## src/rtl/player_draw_ctrl_if.sv

```systemverilog
// VGA write-port bundle shared between the player draw controller and the
// VGA arbiter/adapter. The controller is the master: it requests the port
// and presents pixel writes; the arbiter answers with a grant.
interface player_draw_ctrl_if;
  logic       vga_req;
  logic       vga_gnt;
  logic       plot;
  logic [2:0] colour;
  logic       add_x;
  logic [1:0] add_y;

  modport master (
    output vga_req,
    output plot,
    output colour,
    output add_x,
    output add_y,
    input  vga_gnt
  );

  modport slave (
    input  vga_req,
    input  plot,
    input  colour,
    input  add_x,
    input  add_y,
    output vga_gnt
  );
endinterface

```

## src/rtl/player_draw_ctrl.sv

```systemverilog
// Per-frame sequencer for the player ship: erase at the old position, apply
// at most one clamped vertical move, wait for the datapath to settle, then
// redraw. The ship's y coordinate is tracked here so moves can be clamped.
module player_draw_ctrl #(
  parameter logic [7:0] Y_MIN         = 8'd0,
  parameter logic [7:0] Y_MAX         = 8'd116,
  parameter logic [7:0] Y_RESET       = 8'd0,
  parameter int         SETTLE_CYCLES = 2,
  parameter logic [2:0] BG_COLOUR     = 3'b000,
  parameter logic [2:0] SHIP_COLOUR   = 3'b010
) (
  input  logic                  clk,
  input  logic                  reset_n,    // active-high synchronous reset
  input  logic                  frame_tick,
  input  logic                  move_pos,
  input  logic                  move_neg,
  player_draw_ctrl_if.master    vga,
  output logic                  y_pos_mod,
  output logic                  y_neg_mod,
  output logic [7:0]            y_cur,
  output logic                  busy,
  output logic                  done,
  output logic                  overrun
);

  localparam int CNT_W = (SETTLE_CYCLES > 1) ? $clog2(SETTLE_CYCLES) : 1;
  localparam logic [CNT_W-1:0] CNT_LAST = CNT_W'(SETTLE_CYCLES - 1);

  typedef enum logic [2:0] {
    S_IDLE,
    S_ERASE,
    S_MOVE,
    S_SETTLE,
    S_DRAW,
    S_DONE
  } state_e;

  state_e           state_q, state_d;
  logic [2:0]       idx_q, idx_d;
  logic [CNT_W-1:0] cnt_q, cnt_d;
  logic [7:0]       y_q, y_d;
  logic             mv_pos_q, mv_pos_d;
  logic             mv_neg_q, mv_neg_d;
  logic             req_q, req_d;
  logic [2:0]       colour_q, colour_d;
  logic             y_pos_mod_q, y_pos_mod_d;
  logic             y_neg_mod_q, y_neg_mod_d;
  logic             done_q, done_d;
  logic             overrun_q, overrun_d;

  logic step_up;
  logic step_dn;

  // Move decision from the requests latched at the start of this update.
  assign step_up = mv_pos_q && !mv_neg_q && (y_q < Y_MAX);
  assign step_dn = mv_neg_q && !mv_pos_q && (y_q > Y_MIN);

  // Next-state and registered-output computation for the update sequence.
  // NOTE: every signal gets a default before the case so no path leaves one
  // unassigned; an unassigned path in always_comb would infer a latch.
  always_comb begin
    state_d     = state_q;
    idx_d       = idx_q;
    cnt_d       = cnt_q;
    y_d         = y_q;
    mv_pos_d    = mv_pos_q;
    mv_neg_d    = mv_neg_q;
    req_d       = req_q;
    y_pos_mod_d = 1'b0;
    y_neg_mod_d = 1'b0;
    done_d      = 1'b0;
    overrun_d   = frame_tick && (state_q != S_IDLE);

    case (state_q)
      S_IDLE: begin
        if (frame_tick) begin
          mv_pos_d = move_pos;
          mv_neg_d = move_neg;
          req_d    = 1'b1;
          state_d  = S_ERASE;
        end
      end

      // A pixel is written only in cycles where the grant is present; the
      // index holds otherwise so a lost grant never skips or repeats a pixel.
      S_ERASE: begin
        if (vga.vga_gnt) begin
          idx_d = idx_q + 3'd1;
          if (idx_q == 3'd7) begin
            state_d     = S_MOVE;
            // The strobe is raised for exactly the MOVE cycle.
            y_pos_mod_d = step_up;
            y_neg_mod_d = step_dn;
            if (step_up) y_d = y_q + 8'd1;
            else if (step_dn) y_d = y_q - 8'd1;
          end
        end
      end

      S_MOVE: begin
        cnt_d   = '0;
        state_d = S_SETTLE;
      end

      // Always visited, even without a move, so update length depends only
      // on the grant pattern.
      S_SETTLE: begin
        if (cnt_q == CNT_LAST) begin
          cnt_d   = '0;
          state_d = S_DRAW;
        end else begin
          cnt_d = cnt_q + 1'b1;
        end
      end

      S_DRAW: begin
        if (vga.vga_gnt) begin
          idx_d = idx_q + 3'd1;
          if (idx_q == 3'd7) begin
            state_d = S_DONE;
            done_d  = 1'b1;
            req_d   = 1'b0;
          end
        end
      end

      S_DONE: begin
        state_d = S_IDLE;
      end

      default: begin
        state_d = S_IDLE;
        req_d   = 1'b0;
      end
    endcase

    colour_d = 3'b000;
    if (state_d == S_ERASE) colour_d = BG_COLOUR;
    else if (state_d == S_DRAW) colour_d = SHIP_COLOUR;
  end

  // State and output registers with synchronous reset.
  // NOTE: sequential state uses non-blocking assignments so every flop
  // samples pre-edge values regardless of statement order.
  always_ff @(posedge clk) begin
    if (reset_n) begin
      state_q     <= S_IDLE;
      idx_q       <= 3'd0;
      cnt_q       <= '0;
      y_q         <= Y_RESET;
      mv_pos_q    <= 1'b0;
      mv_neg_q    <= 1'b0;
      req_q       <= 1'b0;
      colour_q    <= 3'b000;
      y_pos_mod_q <= 1'b0;
      y_neg_mod_q <= 1'b0;
      done_q      <= 1'b0;
      overrun_q   <= 1'b0;
    end else begin
      state_q     <= state_d;
      idx_q       <= idx_d;
      cnt_q       <= cnt_d;
      y_q         <= y_d;
      mv_pos_q    <= mv_pos_d;
      mv_neg_q    <= mv_neg_d;
      req_q       <= req_d;
      colour_q    <= colour_d;
      y_pos_mod_q <= y_pos_mod_d;
      y_neg_mod_q <= y_neg_mod_d;
      done_q      <= done_d;
      overrun_q   <= overrun_d;
    end
  end

  // Pixel address and colour come straight from flops; plot is the
  // registered write phase qualified by the live grant so a write is never
  // presented while the port is not ours.
  assign vga.vga_req = req_q;
  assign vga.plot    = ((state_q == S_ERASE) || (state_q == S_DRAW)) && vga.vga_gnt;
  assign vga.colour  = colour_q;
  assign vga.add_x   = idx_q[0];
  assign vga.add_y   = idx_q[2:1];

  assign y_pos_mod = y_pos_mod_q;
  assign y_neg_mod = y_neg_mod_q;
  assign y_cur     = y_q;
  assign busy      = (state_q != S_IDLE);
  assign done      = done_q;
  assign overrun   = overrun_q;

endmodule

```

## src/flat_wrapper.sv

```systemverilog
// flat-port wrapper written by rule: the top's interface ports become plain ports
module player_draw_ctrl_flat 
#(
  parameter logic [7:0] Y_MIN         = 8'd0,
  parameter logic [7:0] Y_MAX         = 8'd116,
  parameter logic [7:0] Y_RESET       = 8'd0,
  parameter int         SETTLE_CYCLES = 2,
  parameter logic [2:0] BG_COLOUR     = 3'b000,
  parameter logic [2:0] SHIP_COLOUR   = 3'b010
)
  (clk, reset_n, frame_tick, move_pos, move_neg, y_pos_mod, y_neg_mod, y_cur, busy, done, overrun, vga_vga_req, vga_plot, vga_colour, vga_add_x, vga_add_y, vga_vga_gnt);
  player_draw_ctrl_if vga_i ();
  input  logic clk;
  input  logic reset_n;
  input  logic frame_tick;
  input  logic move_pos;
  input  logic move_neg;
  output logic y_pos_mod;
  output logic y_neg_mod;
  output logic [7:0] y_cur;
  output logic busy;
  output logic done;
  output logic overrun;
  output wire logic [$bits(vga_i.vga_req)-1:0] vga_vga_req;
  output wire logic [$bits(vga_i.plot)-1:0] vga_plot;
  output wire logic [$bits(vga_i.colour)-1:0] vga_colour;
  output wire logic [$bits(vga_i.add_x)-1:0] vga_add_x;
  output wire logic [$bits(vga_i.add_y)-1:0] vga_add_y;
  input wire logic [$bits(vga_i.vga_gnt)-1:0] vga_vga_gnt;
  assign vga_vga_req = vga_i.vga_req;
  assign vga_plot = vga_i.plot;
  assign vga_colour = vga_i.colour;
  assign vga_add_x = vga_i.add_x;
  assign vga_add_y = vga_i.add_y;
  assign vga_i.vga_gnt = vga_vga_gnt;
  player_draw_ctrl #(.Y_MIN(Y_MIN), .Y_MAX(Y_MAX), .Y_RESET(Y_RESET), .SETTLE_CYCLES(SETTLE_CYCLES), .BG_COLOUR(BG_COLOUR), .SHIP_COLOUR(SHIP_COLOUR)) u_core (.clk(clk), .reset_n(reset_n), .frame_tick(frame_tick), .move_pos(move_pos), .move_neg(move_neg), .vga(vga_i), .y_pos_mod(y_pos_mod), .y_neg_mod(y_neg_mod), .y_cur(y_cur), .busy(busy), .done(done), .overrun(overrun));
endmodule
```

## config.mk

```make
export PLATFORM = sky130hd
export DESIGN_NAME = player_draw_ctrl_flat
export DESIGN_NICKNAME = d
export VERILOG_FILES = /design/src/rtl/player_draw_ctrl_if.sv /design/src/rtl/player_draw_ctrl.sv /design/src/flat_wrapper.sv
export SDC_FILE = /design/constraint.sdc
export NUM_CORES = 1
export LEC_CHECK = 0
export CAP_MARGIN = 20
export CORE_ASPECT_RATIO = 1.4
export CORE_MARGIN = 2
export CORE_UTILIZATION = 54
export CTS_BUF_LIST = sky130_fd_sc_hd__clkbuf_16
export CTS_CLUSTER_SIZE = 24
export DETAILED_ROUTE_END_ITERATION = 8
export GPL_TIMING_DRIVEN = 0
export PLACE_DENSITY = 0.86
export SLEW_MARGIN = 5
export SYNTH_ARGS = -nofsm -noshare
export SYNTH_HDL_FRONTEND = slang
export SYNTH_SLANG_ARGS = --single-unit
```

## constraint.sdc

```tcl
create_clock -name clk -period 3.8 [get_ports clk]
set_clock_uncertainty 0.05 [all_clocks]
set_input_delay 0.38 -clock clk [delete_from_list [all_inputs] [get_ports clk]]
set_output_delay 0.38 -clock clk [all_outputs]
set_load 0.02 [all_outputs]
```

[After elaboration in Yosys (flattened, before gate mapping)]
Cells that the tools add are included.
Storage, ports and cells
  output and inout port bits: 21
  flip-flop bits (word level): 25
  logic and storage cells: 73
  input port bits: 6
Cells by class
  equal/unequal tests: 11
  reductions and logical operators: 22
  muxes and demuxes: 17
  bitwise logic cells: 5
  add/sub/neg operators: 4
  $lt $le $gt $ge: 2
Operators by type and width (number)
  3-bit two-way mux: 6
  8-bit two-way mux: 2
  3-bit one-hot mux with 5 select lines: 1
  3-bit equality test, second input constant: 4
  8-bit by 1-bit adder with 8-bit output, second input constant: 1
  8-bit by 1-bit greater-than comparator with 1-bit output, second input constant: 1
  8-bit by 7-bit < comparator with 1-bit output, second input constant: 1
  4-bit AND reduction: 2
  4-bit OR reduction: 2
  8-bit by 1-bit subtractor with 8-bit output, second input constant: 1
  3-bit by 1-bit equality test with 1-bit output, second input constant: 2
  3-bit by 2-bit equality test with 1-bit output, second input constant: 2
  1-bit logical AND: 6
  1-bit two-way mux: 5
  1-bit NOT: 5
  2-bit != test, second input constant: 2
  2-bit AND reduction: 2
  2-bit nonzero test: 2
  2-bit OR reduction: 2
  3-bit by 1-bit adder with 3-bit output, second input constant: 1
  3-bit logical NOT: 1
  1-bit one-hot mux with 3 select lines: 1
  3-bit nonzero test: 1
  3-bit OR reduction: 1
  6 further kinds: 7

[Logic depth before layout (Yosys ltp)]
  depth in word-level cells: 6
  mapped depth: 9
  mapped depth without buffers: 8

[Worst setup path after synthesis]
OpenSTA, ideal clock, no wires.
  path type: register to register
  from: register u_core.y_q[2], in the netlist u_core.y_cur[2]
  to: register u_core.y_q[7], in the netlist u_core.y_cur[7]
  cell stages (with the launch flop): 9
  arrival time: 2.363 ns
  clock period less this slack: 2.500 ns
  data required time: 3.663 ns
  path slack: 1.300 ns
  path through: dfxtp_1 o2111ai_1 nand3_1 ha_1 clkbuf_1 and3_1 a221o_1 mux2_2 o31ai_1
On the way
  cells in the longest elaborated chain, start to end: 4
  elaborated cells between the ends (all ways): 10
  those cells by class: add/sub: 2; order compare: 2; mux: 2; reduce/logical: 4
RTL lines
  start: declaration: RTL line player_draw_ctrl.sv:41  | logic [7:0] y_q, y_d;
  start signal: assignment: RTL line player_draw_ctrl.sv:163  | y_q <= y_d;
  8-bit by 1-bit greater-than comparator with 1-bit output or 8-bit by 7-bit < comparator with 1-bit output (tied branches): RTL line player_draw_ctrl.sv:56, player_draw_ctrl.sv:55
  1-bit logical AND (on tied branches): RTL line player_draw_ctrl.sv:56, player_draw_ctrl.sv:55
  2-bit nonzero test (no source line)
  4-bit AND reduction (no source line)
Parallel ways exist; a longest one is shown, timed or not. The select of a mux whose other input is x is not followed.
A chain may end at the register's enable or synchronous reset.

[Final worst setup path]
Ends and elaborated chain as after synthesis.

==> flow_summary.json <==
{
  "outcome": "completed",
  "globalplace.congestion": 0.790,
  "h-tree-depth": 1,
  "ios": 27,
  "dr.pass1.iters": 4,
  "grtUsageTotal": 0.254,
  "ff2ff_path_depth": 9,
  "ys_seq_area_frac": 0.356,
  "largest_register_ffs": 8,
  "ctsResizeCount": 0,
  "r2r_end": "u_core.y_cur[7]$_SDFFE_PP0P_",
  "hp-start": "u_core.mv_neg_q$_SDFFE_PP0P_",
  "dieArea_um2": 2810,
  "pre_cts_ws_ps": 1060,
  "fmax_mhz": 361,
  "nets": 197,
  "power.share.clock": 0.411,
  "layout.cells.most_common": "clkdlybuf4s50_1",
  "holdPathEnd": "u_core.mv_neg_q$_SDFFE_PP0P_",
  "max-cap-violations": 0,
  "grt_max_degree": 13,
  "setup_ws_ps": 1030,
  "drt-total-wl_um": 2920,
  "root_buffer": "clkbuf_16",
  "rsz0062_at_grt": "false",
  "hold_viol_final": 0,
  "cts-buffers-inserted": 3,
  "grt_pass1_vias": 1156,
  "end_kind": "flip-flop",
  "post_cts_buffers": 0,
  "synth_edf_count": 0,
  "path_common_cell": "a21oi_1",
  "ys_warn_count": 0,
  "path_cells": "o2111ai_1 > nand3_1 > ha_1 > clkbuf_1 > a21oi_1 > a21oi_1 > a221o_1 > mux2_2 > o31ai_1",
  "die_x_um": 45.4,
  "pwr-share-seq": 0.468,
  "crit_fanout": 11,
  "die_y_um": 61.9,
  "cts_hold_buf": 0,
  "p_switching_uw": 117,
  "cts_tree": "built",
  "core_area_um2": 2340,
  "power_frac_comb": 0.121,
  "diodes": 0,
  "worst_pin_slew_ps": 497,
  "grt_overflow_total": 0,
  "fin_crit_sh": 0.730,
  "postRouteAntennaNets": 0,
  "cp-startpoint": "u_core.y_cur[2]$_SDFFE_PP0P_",
  "syn_to_final_growth_pct": 27.2,
  "via_per_inst": 5.91,
  "arrival_ps": 2890,
  "swShare": 0.219,
  "required_ps": 3920,
  "numPortBuffers": 24,
  "path_clk_slew_ps": 60,
  "critical-path-top-delay-family": "compound AO/OA/AOI/OAI gates",
  "vias": 1206,
  "slew_viol_final": 0,
  "synthArstFlopShare": 0,
  "drcViolationCount": 0,
  "grt_antenna_before_repair": 0,
  "clock_sinks": 23,
  "num_rows": 21,
  "p_per_area_nw_per_um2": 324,
  "synth_area_per_cell_um2": 8.51,
  "critPathMaxStageDelay_ps": 440,
  "synth_seq_cells": 23,
  "post-route-min-period_ps": 2770,
  "reg2reg_setup_slack_ps": 1030,
  "wire_per_inst_um": 14.3,
  "drt-initial-drc-count": 17,
  "postSynthCellCount": 152,
  "nFillCells": 192,
  "worstSetupStartpointType": "flip-flop",
  "cts_buffer_depth": 2,
  "p_int_uw": 416,
  "initial_core_util": 0.553,
  "netlist_area_um2": 1290,
  "worst_ir_drop_vdd_v": 0.000280,
  "p_leak_nw": 0.672,
  "clk_latency_ps": 250,
  "synth_top_flop_cell": "dfxtp_1",
  "fin_util": 0.704,
  "grt_pass1_wl_um": 5170,
  "drive_above_1_share": 0.0773,
  "fin_tns_setup_ps": 0,
  "slowest_stage": "ha_1",
  "final_cell_mix": "clkdlybuf4s50_1, dfxtp_1, nor2_1, nand2_1, a21oi_1",
  "dp.final_hpwl_um": 2200,
  "setup_viol_count_final": 0,
  "reg2reg_from": "u_core.y_cur[2]$_SDFFE_PP0P_",
  "crit_type": "flip-flop to flip-flop",
  "holdPathStages": 2,
  "min_path_type": "flip-flop to flip-flop",
  "path_buf_inv": 1,
  "ys_types": 46,
  "max_slew_margin": 0.666
}
==> synth_stat cells (2+ instances only) <==
cell | count | area share
dfxtp_1 | 23 | 0.36
nor2_1 | 19 | 0.055
nand2_1 | 13 | 0.038
a21oi_1 | 11 | 0.043
ha_1 | 8 | 0.077
mux2i_1 | 7 | 0.054
nand3_1 | 6 | 0.023
inv_1 | 5 | 0.015
nor3_1 | 5 | 0.019
a211oi_1 | 4 | 0.023
nor2b_1 | 4 | 0.019
buf_4 | 3 | 0.017
a31o_1 | 2 | 0.014
buf_2 | 2 | 0.0077
clkbuf_1 | 2 | 0.0058
nand2b_1 | 2 | 0.0097
nor3b_1 | 2 | 0.012
nor4_1 | 2 | 0.0097
o21ai_1 | 2 | 0.0077
or3_1 | 2 | 0.0097
xnor2_1 | 2 | 0.014
xor2_1 | 2 | 0.014
==> worst min-delay path, stage by stage (launching register included) <==
cell	delay, ps
dfxtp_1	320
nand2_1	60
a21oi_1	50
==> how the worst max path moves through the flow <==
stage / end / cells after the start / slack, ps
6_report: u_core.y_cur[7]$_SDFFE_PP0P_ / 9 / 1030
5_1_grt: u_core.y_cur[7]$_SDFFE_PP0P_ / 9 / 760
4_1_cts: u_core.y_cur[7]$_SDFFE_PP0P_ / 9 / 1030
3_5_place_dp: u_core.y_cur[7]$_SDFFE_PP0P_ / 8 / 1060
3_3_place_gp: u_core.y_cur[7]$_SDFFE_PP0P_ / 8 / 1160
2_1_floorplan: u_core.y_cur[7]$_SDFFE_PP0P_ / 8 / 1300
==> power by group through the flow <==
stage	Clock [mW]	Sequential, mW	Combinational, mW
2_1_floorplan	0	0.257	0.0396
3_3_place_gp	0	0.254	0.0615
3_5_place_dp	0	0.254	0.0638
4_1_cts	0.222	0.249	0.0646
5_1_grt	0.232	0.250	0.0722
6_report	0.219	0.249	0.0642
==> layout make-up <==
type,count,area (µm²),area share
repair buffers,24,240,0.146
inverters,6,22.5,0.0137
clock buffers,3,75.1,0.0456
plain buffers,9,55.1,0.0335
flip-flops and latches,23,460,0.280
well taps,23,28.8,0.0175
clock inverters,1,3.75,0.00228
multi-input cells,115,759,0.462
==> stage by stage <==
step                power, mW  instance area [µm²]  cells  hold WS, ps
global placement        0.315                 1570    200          410
global route            0.553                 1650    204          484
detailed placement      0.318                 1570    200          421
finish                  0.532                 1650    204          436
CTS                     0.535                 1650    204          433
floorplan               0.296                 1300    153          399
==> logic make-up (layout without fill, tap and decap cells) <==
kind of cell | count (synthesis) | count (layout) | share of synthesized area
AND/OR/NAND/NOR | 59 | 59 | 0.221
AO/OA/AOI/OAI | 33 | 33 | 0.178
flip-flops | 23 | 23 | 0.356
buffers and inverters | 15 | 43 | 0.0600
adder cells (fa/ha/maj) | 9 | 9 | 0.0928
multiplexers | 8 | 8 | 0.0629
XOR/XNOR | 4 | 4 | 0.0271
other | 1 | 2 | 0.00290
==> layer usage <==
| layer | GRT usage | part of all wire | up-vias |
|---|---|---|---|
| met3 | 0.0434 | 0.038 | 8 |
| met1 | 0.283 | 0.39 | 565 |
| li1 | - | - | 597 |
| met4 | 0.113 | 0.028 | 0 |
| met2 | 0.463 | 0.55 | 36 |
| met5 | 0 | 0 | - |
Power figures use the tool's default switching activity.
==> RTL change, RTL diff (same flow settings) <==
Register the output `overrun` once more, without a reset; this adds one clock of latency there. The other outputs are not delayed to match.
--- a/src/rtl/player_draw_ctrl.sv
+++ b/src/rtl/player_draw_ctrl.sv
@@ -187,5 +187,7 @@
   assign busy      = (state_q != S_IDLE);
   assign done      = done_q;
-  assign overrun   = overrun_q;
+  always_ff @(posedge clk) begin
+    overrun <= overrun_q;
+  end
 
 endmodule
Check against the original RTL: not equivalent (Yosys sat finds a counterexample within 4 cycles, from zero or initial values and one cycle with reset_n high).
==> RTL change against the unedited design <==
- core utilization grew 1.1 points
- power is 3.4% higher
- synthesized cell count down 0.66%
- worst setup slack improved by 290 ps
- synthesized area rose by 3.9%
- final cell count grew 4.9%
- routed wire length shrank 7.1%
- sequential cell count is 1 higher
- critical path depth increased by 1
- final area rose by 3.9%
==> RTL change: results (changes against the unedited design) <==
synthesis:
  yosys-top-cells-area: "dfxtp_1 36%, ha_1 7.4%, mux2i_1 6.0%"
  synthCells: 151  # -0.66%
  synthTopCellsByCount: "24 x dfxtp_1, 21 x nor2_1, 11 x a21oi_1"
  synthFlopType: "dfxtp_1"
  synthArstFlopShare: 0  # unchanged
  yosysWarningCount: 0  # unchanged
  ys_seq_area_frac: 0.358  # +0.00164
  synth.distinct_cells: 45  # -2.2%
detailed_routing:
  dr.pass1.iters: 3  # -1
  vias: 1144  # -5.1%
  wl_met2_um: 1460  # -8.3%
  highest_layer: "met4"
  met3_length_um: 82  # -25%
  postRouteWirelength_um: 2710  # -7.1%
  wl_per_cell_um: 12.7  # -11%
  detail_route.iter0.violations: 15  # -2
  wl_met1_um: 1120  # -0.62%
placed_design:
  place_area_um2: 1630  # +4.1%
  dp_cells: 210  # +5.0%
  place_congestion: 0.792  # +0.16%
  hpwlAfterDp_um: 2130  # -3.0%
  io_buffers: 24  # unchanged
clock_network:
  cts_resized: 0  # unchanged
  post-cts-setup-buffers: 0  # unchanged
  cts_root_buf: "clkbuf_16"
  clockBufferDepth: 2  # unchanged
  htree_levels: 1  # unchanged
  clock_latency_ps: 260
  cts_buffers: 3  # unchanged
  path_clk_slew_ps: 60  # about the same
worst_hold_path:
  hp-class: "flip-flop to flip-flop"
  worstHoldEndpoint: "u_core.overrun"
  holdPathStages: 0  # -2
  worstHoldStart: "u_core.overrun_q"
final_layout:
  nNetsFinal: 196  # -0.51%
  antenna_cells: 0  # unchanged
  layout-drive-gt1-share: 0.100  # +0.0227
  largest_reg_flops: 8  # unchanged
  num-fill-cells: 175  # -8.9%
pwr:
  peakVddDrop_v: 0.000292  # +4.0%
  switching_share: 0.222  # +0.00291
  leakage_uw: 0.000710  # +5.7%
global_route:
  grt_pass1_wl_um: 4490  # -13%
  grt_start_max_net_pins: 14  # +1
  antenna_found_initial: 0  # unchanged
  grt_usage: 0.206  # -0.0474
critical_path:
  reg2reg_from: "u_core.y_cur[4]"
  critPathArrivalTime_ps: 2590  # -300 ps
  reg2regPathDepth: 10  # +1
  r2r_slack_ps: 1310  # +290 ps
  worst-path-max-fanout: 7  # -4
  rr_endpoint: "u_core.y_cur[7]"
run_status:
  status: "finished clean"
==> RTL change: cell count changes in the layout (fill, tap and decap cells not counted), moves of 2 or more <==
cell / delta
nor3_1: -5
nand2_1: -4
a211oi_1: -2
buf_6: +2
nand3_1: -2
nor2_1: +2
o211ai_1: +2
o21ai_0: +2
o21ai_1: -2
or3_1: -2
xnor2_1: +2
==> RTL change: logic make-up (layout without fill, tap and decap cells) <==
| family | after synthesis | after routing | share of synthesized area |
|---|---|---|---|
| compound gates | 32 | 32 | 0.163 |
| xor+xnor | 6 | 6 | 0.0391 |
| fa+ha+maj | 9 | 9 | 0.0894 |
| buf+inv | 17 | 45 | 0.0810 |
| flops | 24 | 24 | 0.358 |
| mux | 8 | 8 | 0.0596 |
| other cells | 1 | 2 | 0.00279 |
| simple gates | 54 | 54 | 0.208 |
==> RTL change: how the worst max path moves through the flow <==
stage	startpoint	endpoint	slack (ps)
after detailed placement	u_core.y_cur[4]	u_core.y_cur[7]	1330
final	u_core.y_cur[4]	u_core.y_cur[7]	1310
after global placement	u_core.y_cur[4]	u_core.y_cur[7]	1400
after global routing	u_core.y_cur[4]	u_core.y_cur[7]	1050
after floorplan	u_core.y_cur[2]	u_core.y_cur[7]	1520
after CTS	u_core.y_cur[4]	u_core.y_cur[7]	1260
==> RTL change: worst max-delay path, stage by stage (launching register included) <==
cell,delay [ps]
dfxtp_1,410
o2111ai_1,150
and3_1,200
buf_6,130
inv_1,200
ha_1,300
a211oi_1,290
o211ai_1,130
o21ai_0,140
mux2i_1,120
o32ai_1,260
==> RTL change: area by class of cell <==
cell class | count | area, um2 | share of cell area
Timing Repair Buffer | 24 | 240 | 0.141
Multi-Input combinational cell | 111 | 758 | 0.444
Clock buffer | 3 | 75.1 | 0.0439
Buffer | 10 | 82.6 | 0.0483
Clock inverter | 1 | 3.75 | 0.00220
Inverter | 7 | 26.3 | 0.0154
Sequential cell | 24 | 480 | 0.281
Tap cell | 34 | 42.5 | 0.0249
==> RTL change: per-layer routing <==
layer,global-route usage,vias to the layer above
met5,0,-
met4,0.0750,0
met3,0.0405,5
met2,0.372,21
met1,0.221,538
li1,-,580
==> RTL change: stage by stage <==
stage / hold slack [ps] / total power, uW / util
after floorplan: 260 / 308 / -
after global placement: 262 / 326 / 0.682
after detailed placement: 262 / 329 / 0.682
after CTS: 276 / 552 / 0.715
after global routing: 282 / 571 / 0.715
final: 276 / 551 / 0.715
==> RTL change: power by group through the flow <==
stage	combinational, uW	clock (uW)	sequential, uW
after floorplan	40.0	0	268
after global placement	61.6	0	265
after detailed placement	64.1	0	265
after CTS	64.3	228	259
after global routing	69.5	242	260
final	64.0	227	259
